==> src/rtl/spi_slave_tx.sv <==
`default_nettype none
`timescale 1ns/1ps
// +--------------------------------------------------------------------------+
// | spi_slave_tx: SPI mode-0 slave transmitter, 32-bit LSB-first words,      |
// | fed from main memory by DMA bursts into a local prefetch FIFO.           |
// | Rev 1.0                                                                  |
// +--------------------------------------------------------------------------+
module spi_slave_tx #(
    parameter int FIFO_WORDS  = 16,
    parameter int BURST_WORDS = 8
) (
    input  logic        clk,
    input  logic        reset,
    input  logic [2:0]  register_num,
    input  logic [31:0] data_in,
    output logic [31:0] data_out,
    input  logic        wen,
    input  logic        ren,
    output logic        ready,
    output logic        qpimem_arb_do_read,
    input  logic        qpimem_arb_next_word,
    output logic [31:0] qpimem_arb_addr,
    input  logic [31:0] qpimem_arb_rdata,
    input  logic        SCK,
    input  logic        CS,
    output logic        MISO
);

    localparam int AW = $clog2(FIFO_WORDS);
    localparam int CW = AW + 1;
    localparam int BW = $clog2(BURST_WORDS + 1);

    typedef enum logic [0:0] {
        ST_IDLE  = 1'b0,
        ST_BURST = 1'b1
    } dma_state_t;

    dma_state_t state, next_state;

    logic        sck_s1, sck_s2, sck_d;
    logic        cs_s1, cs_s2, cs_d;
    logic        enable, underflow, armed, discard;
    logic [31:0] src_addr, words_total, words_sent, words_left;
    logic [BW-1:0] burst_left;
    logic [CW-1:0] wr_ptr, rd_ptr;
    logic [31:0] fifo_mem [FIFO_WORDS];
    logic [31:0] shreg;
    logic [5:0]  bit_cnt;

    logic          sck_rise, sck_fall, cs_rise, cs_fall, cs_low;
    logic [CW-1:0] count, free;
    logic          fifo_empty;
    logic [BW-1:0] burst_len;
    logic          start, arm_write, fifo_clear, accept;
    logic          pop, shift_step, count_word;
    logic [31:0]   pop_word;
    logic [31:0]   rd_mux;

    assign sck_rise = sck_s2 & ~sck_d;
    assign sck_fall = ~sck_s2 & sck_d;
    assign cs_rise  = cs_s2 & ~cs_d;
    assign cs_fall  = ~cs_s2 & cs_d;
    assign cs_low   = ~cs_s2;

    assign count      = wr_ptr - rd_ptr;
    assign free       = CW'(FIFO_WORDS) - count;
    assign fifo_empty = (count == '0);
    assign pop_word   = fifo_empty ? 32'd0 : fifo_mem[rd_ptr[AW-1:0]];

    assign burst_len  = (words_left < 32'(BURST_WORDS)) ? words_left[BW-1:0] : BW'(BURST_WORDS);
    assign arm_write  = wen && (register_num == 3'd1) && cs_s2;
    assign fifo_clear = arm_write || cs_rise;
    assign start      = (state == ST_IDLE) && enable && armed && (words_left != 32'd0) &&
                        (32'(free) >= 32'(burst_len)) && !fifo_clear;
    // Words of a burst whose FIFO was flushed mid-flight are read but dropped.
    assign accept     = qpimem_arb_next_word && (state == ST_BURST) && !discard && !fifo_clear;

    assign pop        = enable && ((cs_fall) || (sck_fall && cs_low && (bit_cnt == 6'd32)));
    assign shift_step = enable && sck_fall && cs_low && (bit_cnt != 6'd0) && (bit_cnt < 6'd32);
    assign count_word = sck_rise && cs_low && (bit_cnt == 6'd32);

    assign qpimem_arb_do_read = (state == ST_BURST);

    always_comb begin
        rd_mux = 32'd0;
        case (register_num)
            3'd0:    rd_mux = {28'd0, armed, underflow, cs_low, enable};
            3'd1:    rd_mux = src_addr;
            3'd2:    rd_mux = words_total;
            3'd3:    rd_mux = words_sent;
            default: rd_mux = 32'd0;
        endcase
    end

    always_comb begin
        next_state = state;
        case (state)
            ST_IDLE:  if (start) next_state = ST_BURST;
            ST_BURST: if (qpimem_arb_next_word && (burst_left == BW'(1))) next_state = ST_IDLE;
            default:  next_state = ST_IDLE;
        endcase
    end

    always_ff @(posedge clk or posedge reset) begin
        if (reset) state <= ST_IDLE;
        else       state <= next_state;
    end

    always_ff @(posedge clk) begin
        if (accept) fifo_mem[wr_ptr[AW-1:0]] <= qpimem_arb_rdata;
    end

    always_ff @(posedge clk or posedge reset) begin
        if (reset) begin
            sck_s1 <= 1'b0; sck_s2 <= 1'b0; sck_d <= 1'b0;
            cs_s1  <= 1'b0; cs_s2  <= 1'b0; cs_d  <= 1'b0;
            enable <= 1'b0; underflow <= 1'b0; armed <= 1'b0; discard <= 1'b0;
            src_addr <= 32'd0; words_total <= 32'd0; words_sent <= 32'd0;
            words_left <= 32'd0; qpimem_arb_addr <= 32'd0; burst_left <= '0;
            wr_ptr <= '0; rd_ptr <= '0;
            shreg <= 32'd0; bit_cnt <= 6'd0; MISO <= 1'b0;
            data_out <= 32'd0; ready <= 1'b0;
        end else begin
            sck_s1 <= SCK; sck_s2 <= sck_s1; sck_d <= sck_s2;
            cs_s1  <= CS;  cs_s2  <= cs_s1;  cs_d  <= cs_s2;

            ready <= wen | ren;
            if (ren) data_out <= rd_mux;

            if (wen) begin
                case (register_num)
                    3'd0:    enable      <= data_in[0];
                    3'd1:    src_addr    <= data_in;
                    3'd2:    words_total <= data_in;
                    default: ;
                endcase
            end

            // Only an empty pop for a word that was actually programmed is an error.
            if (pop && fifo_empty && (words_sent < words_total)) underflow <= 1'b1;
            else if (wen && (register_num == 3'd0) && !data_in[2]) underflow <= 1'b0;

            if (arm_write)    armed <= 1'b1;
            else if (cs_rise) armed <= 1'b0;

            if (arm_write) begin
                qpimem_arb_addr <= data_in;
                words_left      <= words_total;
            end else if (accept) begin
                qpimem_arb_addr <= qpimem_arb_addr + 32'd4;
                words_left      <= words_left - 32'd1;
            end

            if (arm_write)       words_sent <= 32'd0;
            else if (count_word) words_sent <= words_sent + 32'd1;

            if (start) burst_left <= burst_len;
            else if ((state == ST_BURST) && qpimem_arb_next_word) burst_left <= burst_left - BW'(1);

            if (next_state == ST_IDLE)                  discard <= 1'b0;
            else if (fifo_clear && (state == ST_BURST)) discard <= 1'b1;

            if (fifo_clear) begin
                wr_ptr <= '0;
                rd_ptr <= '0;
            end else begin
                if (accept)              wr_ptr <= wr_ptr + CW'(1);
                if (pop && !fifo_empty)  rd_ptr <= rd_ptr + CW'(1);
            end

            if (cs_rise) begin
                bit_cnt <= 6'd0;
            end else if (pop) begin
                shreg   <= pop_word;
                bit_cnt <= 6'd1;
            end else if (shift_step) begin
                bit_cnt <= bit_cnt + 6'd1;
            end

            if (!cs_low || !enable) MISO <= 1'b0;
            else if (pop)           MISO <= pop_word[0];
            else if (shift_step)    MISO <= shreg[bit_cnt[4:0]];
        end
    end

endmodule
`default_nettype wire

==> config.mk <==
export PLATFORM = sky130hd
export DESIGN_NAME = spi_slave_tx
export DESIGN_NICKNAME = d
export VERILOG_FILES = /design/src/rtl/spi_slave_tx.sv
export SDC_FILE = /design/constraint.sdc
export NUM_CORES = 1
export LEC_CHECK = 0
export ABC_CLOCK_PERIOD_IN_PS = 9000
export CAP_MARGIN = 40
export CORE_MARGIN = 8
export CORE_UTILIZATION = 30
export CTS_CLUSTER_SIZE = 40
export DETAILED_ROUTE_END_ITERATION = 7
export PLACE_DENSITY_LB_ADDON = 0.25
export SETUP_SLACK_MARGIN = 0.5
export SLEW_MARGIN = 10
export SYNTH_ARGS = -nofsm -noshare
export SYNTH_HDL_FRONTEND = slang
export SYNTH_SLANG_ARGS = --single-unit
==> constraint.sdc <==
create_clock -name clk -period 9 [get_ports clk]
set_clock_uncertainty 0.2 [all_clocks]
set_input_delay 1.8 -clock clk [delete_from_list [all_inputs] [get_ports clk]]
set_output_delay 1.8 -clock clk [all_outputs]
set_load 0.02 [all_outputs]
* After elaboration in Yosys (flattened, before gate mapping) *
Memories as Yosys holds them, arrays and structs flattened.
Index checks and enable logic that the tools add are counted.

cells by class
  $add $sub $neg = 9
  $lt $le $gt $ge = 5
  eq/ne operators = 6
  mux-type cells = 34
  bitwise logic cells = 11
  reductions and logical operators = 51

operator list
  kind                   number
  $mux 32                7
  $pmux 32 s4            1
  $add 32x1->32 const B  1
  $add 32x3->32 const B  1
  $lt 32x32->1           1
  $lt 32x4->1 const B    1
  $reduce_bool 32->1     1
  $sub 32x1->32 const B  1
  $logic_and 1x1->1      26
  $mux 5                 4
  $mux 6                 3
  $mux 1                 14
  $reduce_bool 2->1      7
  $mux 4                 3
  $add 5x1->5 const B    2
  $reduce_and 2->1       4
  $add 6x1->6 const B    1
  $eq 3x2->1 const B     2
  $eq 6x6->1 const B     1
  $lt 5x6->1 const B     1
  $lt 6x6->1 const B     1
  $not 1->1              6
  $reduce_bool 3->1      2
  $reduce_bool 6->1      1
  other kinds (15)       24

word-level totals
  flip-flop bits (word level) = 257
  RAM bits = 512
  bits of input ports = 74
  logic and storage cells = 141
  memories = 1

memories
  name      depth  bits a word  read ports  clocked after Yosys merged registers in  wr ports  RTL line  text
  fifo_mem  16     32           1           0                                        1         46        logic [31:0] fifo_mem [FIFO_WORDS];

* Logic depth before layout (Yosys ltp) *
  depth in word-level cells = 9
  mapped depth = 15
  depth with buffers taken out = 13

* Worst setup path before layout *
OpenSTA, ideal clock, no wires.

  kind = input to register
  start point = input register_num[1]
  end point = memory fifo_mem[10][0], enable pin
  arrival = 4.131 ns
  path slack = 4.277 ns
  stages = 8
  cell sequence = clkbuf_1 nor4bb_1 buf_2 o21ai_1 nand2_1 clkbuf_1 nor3b_1 and2_1

between the ends
  cells in the longest elaborated chain, start to end = 8

ends and longest elaborated chain
  element                          RTL line  text
  from (decl)                      14        input logic [2:0] register_num,
  $eq 3x1->1                       71        assign arm_write = wen && (register_num == 3'd1) && cs_s2;
  $logic_and 1x1->1 (2 in series)  71
  $logic_or 1x1->1                 72        assign fifo_clear = arm_write || cs_rise;
  $logic_not 1->1                  76        assign accept = qpimem_arb_next_word && (state == ST_BURST) && !discard && !fifo_clear;
  $logic_and 1x1->1                76
  $mux 1                           110       if (accept) fifo_mem[wr_ptr[AW-1:0]] <= qpimem_arb_rdata;
  $mux 1 (not written as such)     110
  to (decl)                        46

Every way passes these cells.

* Worst setup path in the final report *
  start point = input register_num[1]
  end point = memory fifo_mem[7][6], enable pin

The elaborated chain is that of the path after synthesis.

==> impl_metrics.py <==
metrics = {
    "placed_design": {
        "finalWeightedCongestion": 0.826,
        "place_area_um2": 36100,
        "hpwl_um": 60700,
        "numPortBuffers": 140,
        "post-place-cells": 3563,
    },
    "synth": {
        "synth_top_area_cell": "edfxtp_1",
        "async_flop_share_pct": 33.4,
        "synth_flop_cell": "edfxtp_1",
        "ys_warn_count": 0,
        "ys_seq_area_share_pct": 66.6,
        "synth-edff-count": 512,
        "synth_top_area_share_pct": 47.0,
        "ys_types": 75,
        "syn_area_um2": 32700,
        "synth_seq_cells": 769,
        "synth_cells": 2079,
        "syn_area_per_cell_um2": 15.8,
        "synth_fp_nets": 2207,
        "synthTopCellsByArea": "edfxtp_1, dfrtp_1, mux4_2",
    },
    "power_and_ir_drop": {
        "p_total_mw": 10.2,
        "power.density_nw_per_um2": 262,
        "ir_drop_mv": 0.200,
        "p_leak_nw": 13.3,
    },
    "worst_setup_path": {
        "critPathArrivalTime_ns": 5.07,
        "cp_max_fo": 36,
        "required_ns": 9.14,
        "crit_type": "input port to flop",
        "start_kind": "input port",
        "critPathCaptureType": "flop",
    },
    "finish": {
        "syn2layout_area_growth_pct": 18.8,
        "drive_gt1_share_pct": 18.9,
        "post-route-cell-area_um2": 38900,
        "fin_cells": 3713,
        "final_nets": 2362,
        "fillers": 10200,
    },
    "global_route": {
        "grt_max_degree": 177,
        "overflow": 0,
        "grt_use_total_pct": 14.5,
        "grt_pass1_wl_um": 133000,
        "antenna_found_initial": 7,
        "grt_pass1_vias": 19600,
    },
    "drt": {
        "drc": 0,
        "dr.pass1.iters": 6,
        "drt-total-wl_um": 88900,
        "wire_per_inst_um": 23.9,
        "vias_per_cell": 5.17,
        "via_count": 19200,
        "initialDrtViolationCount": 1623,
        "ant_nets": 0,
    },
    "worst_hold_path": {
        "hold_path.class": "flop to flop",
    },
    "cts": {
        "clock-sinks": 769,
        "cts_tree": "done",
        "htreeDepth": 3,
        "post_cts_buffers": 0,
        "cts.hold.buffers_added": 0,
        "clockRootBuffer": "clkbuf_16",
        "cts_repair_resize_count": 0,
        "clk_pin_slew_ns": 0.06,
        "cts.path.max_buffers": 3,
        "cts_buffers": 81,
        "clk_latency_ns": 0.65,
    },
    "timing": {
        "setup-violations-final": 0,
        "relSlewSlack_pct": 28.2,
        "period_share_pct": 54.9,
        "tns_ns": 0,
        "rsz0062_at_grt": "false",
        "maxSlewViolCount": 0,
        "min_period_ns": 4.94,
        "hold_viol": 0,
        "fmax_mhz": 203,
        "tightest_slew_ns": 1.08,
    },
    "die": {
        "die_y_um": 346,
        "io_pins": 141,
        "start_util_pct": 30.2,
        "dieArea_um2": 120000,
        "chipWidth_um": 346,
        "row_count": 121,
        "fp.coreArea_um2": 109000,
    },
    "run": {
        "maxCapViolCount": 0,
    },
    "status": {
        "status": "complete, no violations",
    },
}
where the power goes:
part | internal, mW | switching, mW | total (mW)
Sequential | 4.12 | 0.348 | 4.47
Clock | 2.00 | 1.43 | 3.42
Combinational | 1.10 | 1.19 | 2.30
stage by stage:
step | setup slack (ns) | hold slack (ns) | util [%]
finish | 4.06 | 0.154 | 35.8
global route | 3.89 | 0.173 | 35.8
detailed placement | 3.43 | 0.135 | 33.3
global placement | 3.22 | 0.144 | 32.9
CTS | 4.11 | 0.162 | 35.8
floorplan | 3.61 | 0.131 | -
state kept, by name, indices dropped and copies added, names as in the netlist, 4 cells and up:
name and cells:
src_addr 32, bit_cnt 6, words_sent 32, fifo_mem 512
rd_ptr 5, qpimem_arb_addr 32, wr_ptr 5, data_out 32
burst_left 4, shreg 32, words_left 32, words_total 32
critical path: stages:
cell and delay (ns):
clkdlybuf4s50_1 0.47, buf_4 0.37, nor4bb_4 0.09, buf_4 0.29
o21ai_1 0.18, buf_4 0.24, nand2_1 0.25, nor3b_1 0.62
and2_2 0.46, buf_12 0.23
placed cells by master, fill, tap and decap left out, types with 10 or more instances in the layout:
master,n
a21o_1,12
a21oi_1,28
a221o_1,14
a22o_1,32
a22oi_1,33
and2_2,17
and3_1,10
buf_12,18
buf_4,18
bufinv_16,10
clkbuf_1,16
clkbuf_16,81
clkdlybuf4s50_1,139
clkinv_2,15
dfrtp_1,254
edfxtp_1,512
ha_1,53
inv_1,97
mux2_2,38
mux4_2,170
nand2_1,155
nand2b_1,11
nand3_1,34
nand4_1,27
nor2_1,54
nor3_1,24
nor4_1,14
o211ai_1,22
o21ai_0,93
o22ai_1,37
o311ai_1,17
or3_1,13
xnor2_1,32
xor2_1,13
layout make-up:
type / instances / area [um2] / area share, %
clock buffers: 101 / 2140 / 5.51
well taps: 1414 / 1770 / 4.55
clock inverters: 45 / 577 / 1.48
diodes: 2 / 5.00 / 0.0129
inverters: 99 / 375 / 0.965
flip-flops and latches: 769 / 21800 / 56.1
multi-input cells: 1099 / 10200 / 26.1
repair buffers: 184 / 2050 / 5.27
Yosys cell counts (all sizes together), types with 4 or more instances:
| cell type | instances |
|---|---|
| and3 | 10 |
| mux2i | 6 |
| nor2b | 5 |
| nor3 | 30 |
| o221ai | 8 |
| nor4b | 4 |
| nand3 | 35 |
| o211ai | 22 |
| a211oi | 6 |
| nor2 | 61 |
| nor3b | 7 |
| and4 | 7 |
| o311ai | 26 |
| mux2 | 38 |
| a31oi | 5 |
| or3 | 13 |
| a21o | 12 |
| a221o | 14 |
| a22oi | 33 |
| or2 | 7 |
| xnor2 | 32 |
| a21oi | 28 |
| mux4 | 170 |
| clkbuf | 77 |
| xor2 | 13 |
| dfrtp | 257 |
| o31ai | 4 |
| nand2b | 11 |
| nand4 | 27 |
| nor4 | 20 |
| inv | 99 |
| buf | 35 |
| o21ai | 99 |
| nand2 | 155 |
| a22o | 32 |
| and2 | 22 |
| or4 | 8 |
| ha | 53 |
| o22ai | 37 |
| edfxtp | 512 |
cells by family after synthesis:
kind of cell    synth area share (%)
flops                           66.6
simple gates                    6.89
compound gates                  7.49
mux                             13.2
buf+inv                         2.55
fa+ha+maj                       2.09
xor+xnor                        1.20
routing by layer:
metal / wire length (um) / part of all wire, % / up-vias / GRT usage, %
met2: 43300 / 49 / 473 / 24.1
met4: 1880 / 2.1 / 0 / 3.49
met1: 39700 / 45 / 10100 / 19.8
met5: 0 / 0 / - / 0
li1: - / - / 8478 / -
met3: 4030 / 4.5 / 111 / 2.39
path summary, 6_finish.rpt:
check / cells past startpoint / startpoint / to / slack, ns
setup / recovery: 10 / register_num[1] / fifo_mem[7][6] / 4.06
hold / removal: 0 / cs_s1 / cs_s2 / 0.15
setup reg to reg: 11 / words_left[16] / burst_left[1] / 4.80
hold reg to reg: 0 / cs_s1 / cs_s2 / 0.15
max in group asynchronous: 3 / reset / data_out[14] / 5.85
min in group asynchronous: 2 / reset / burst_left[3] / 1.34
Power figures use the tool's default switching activity.
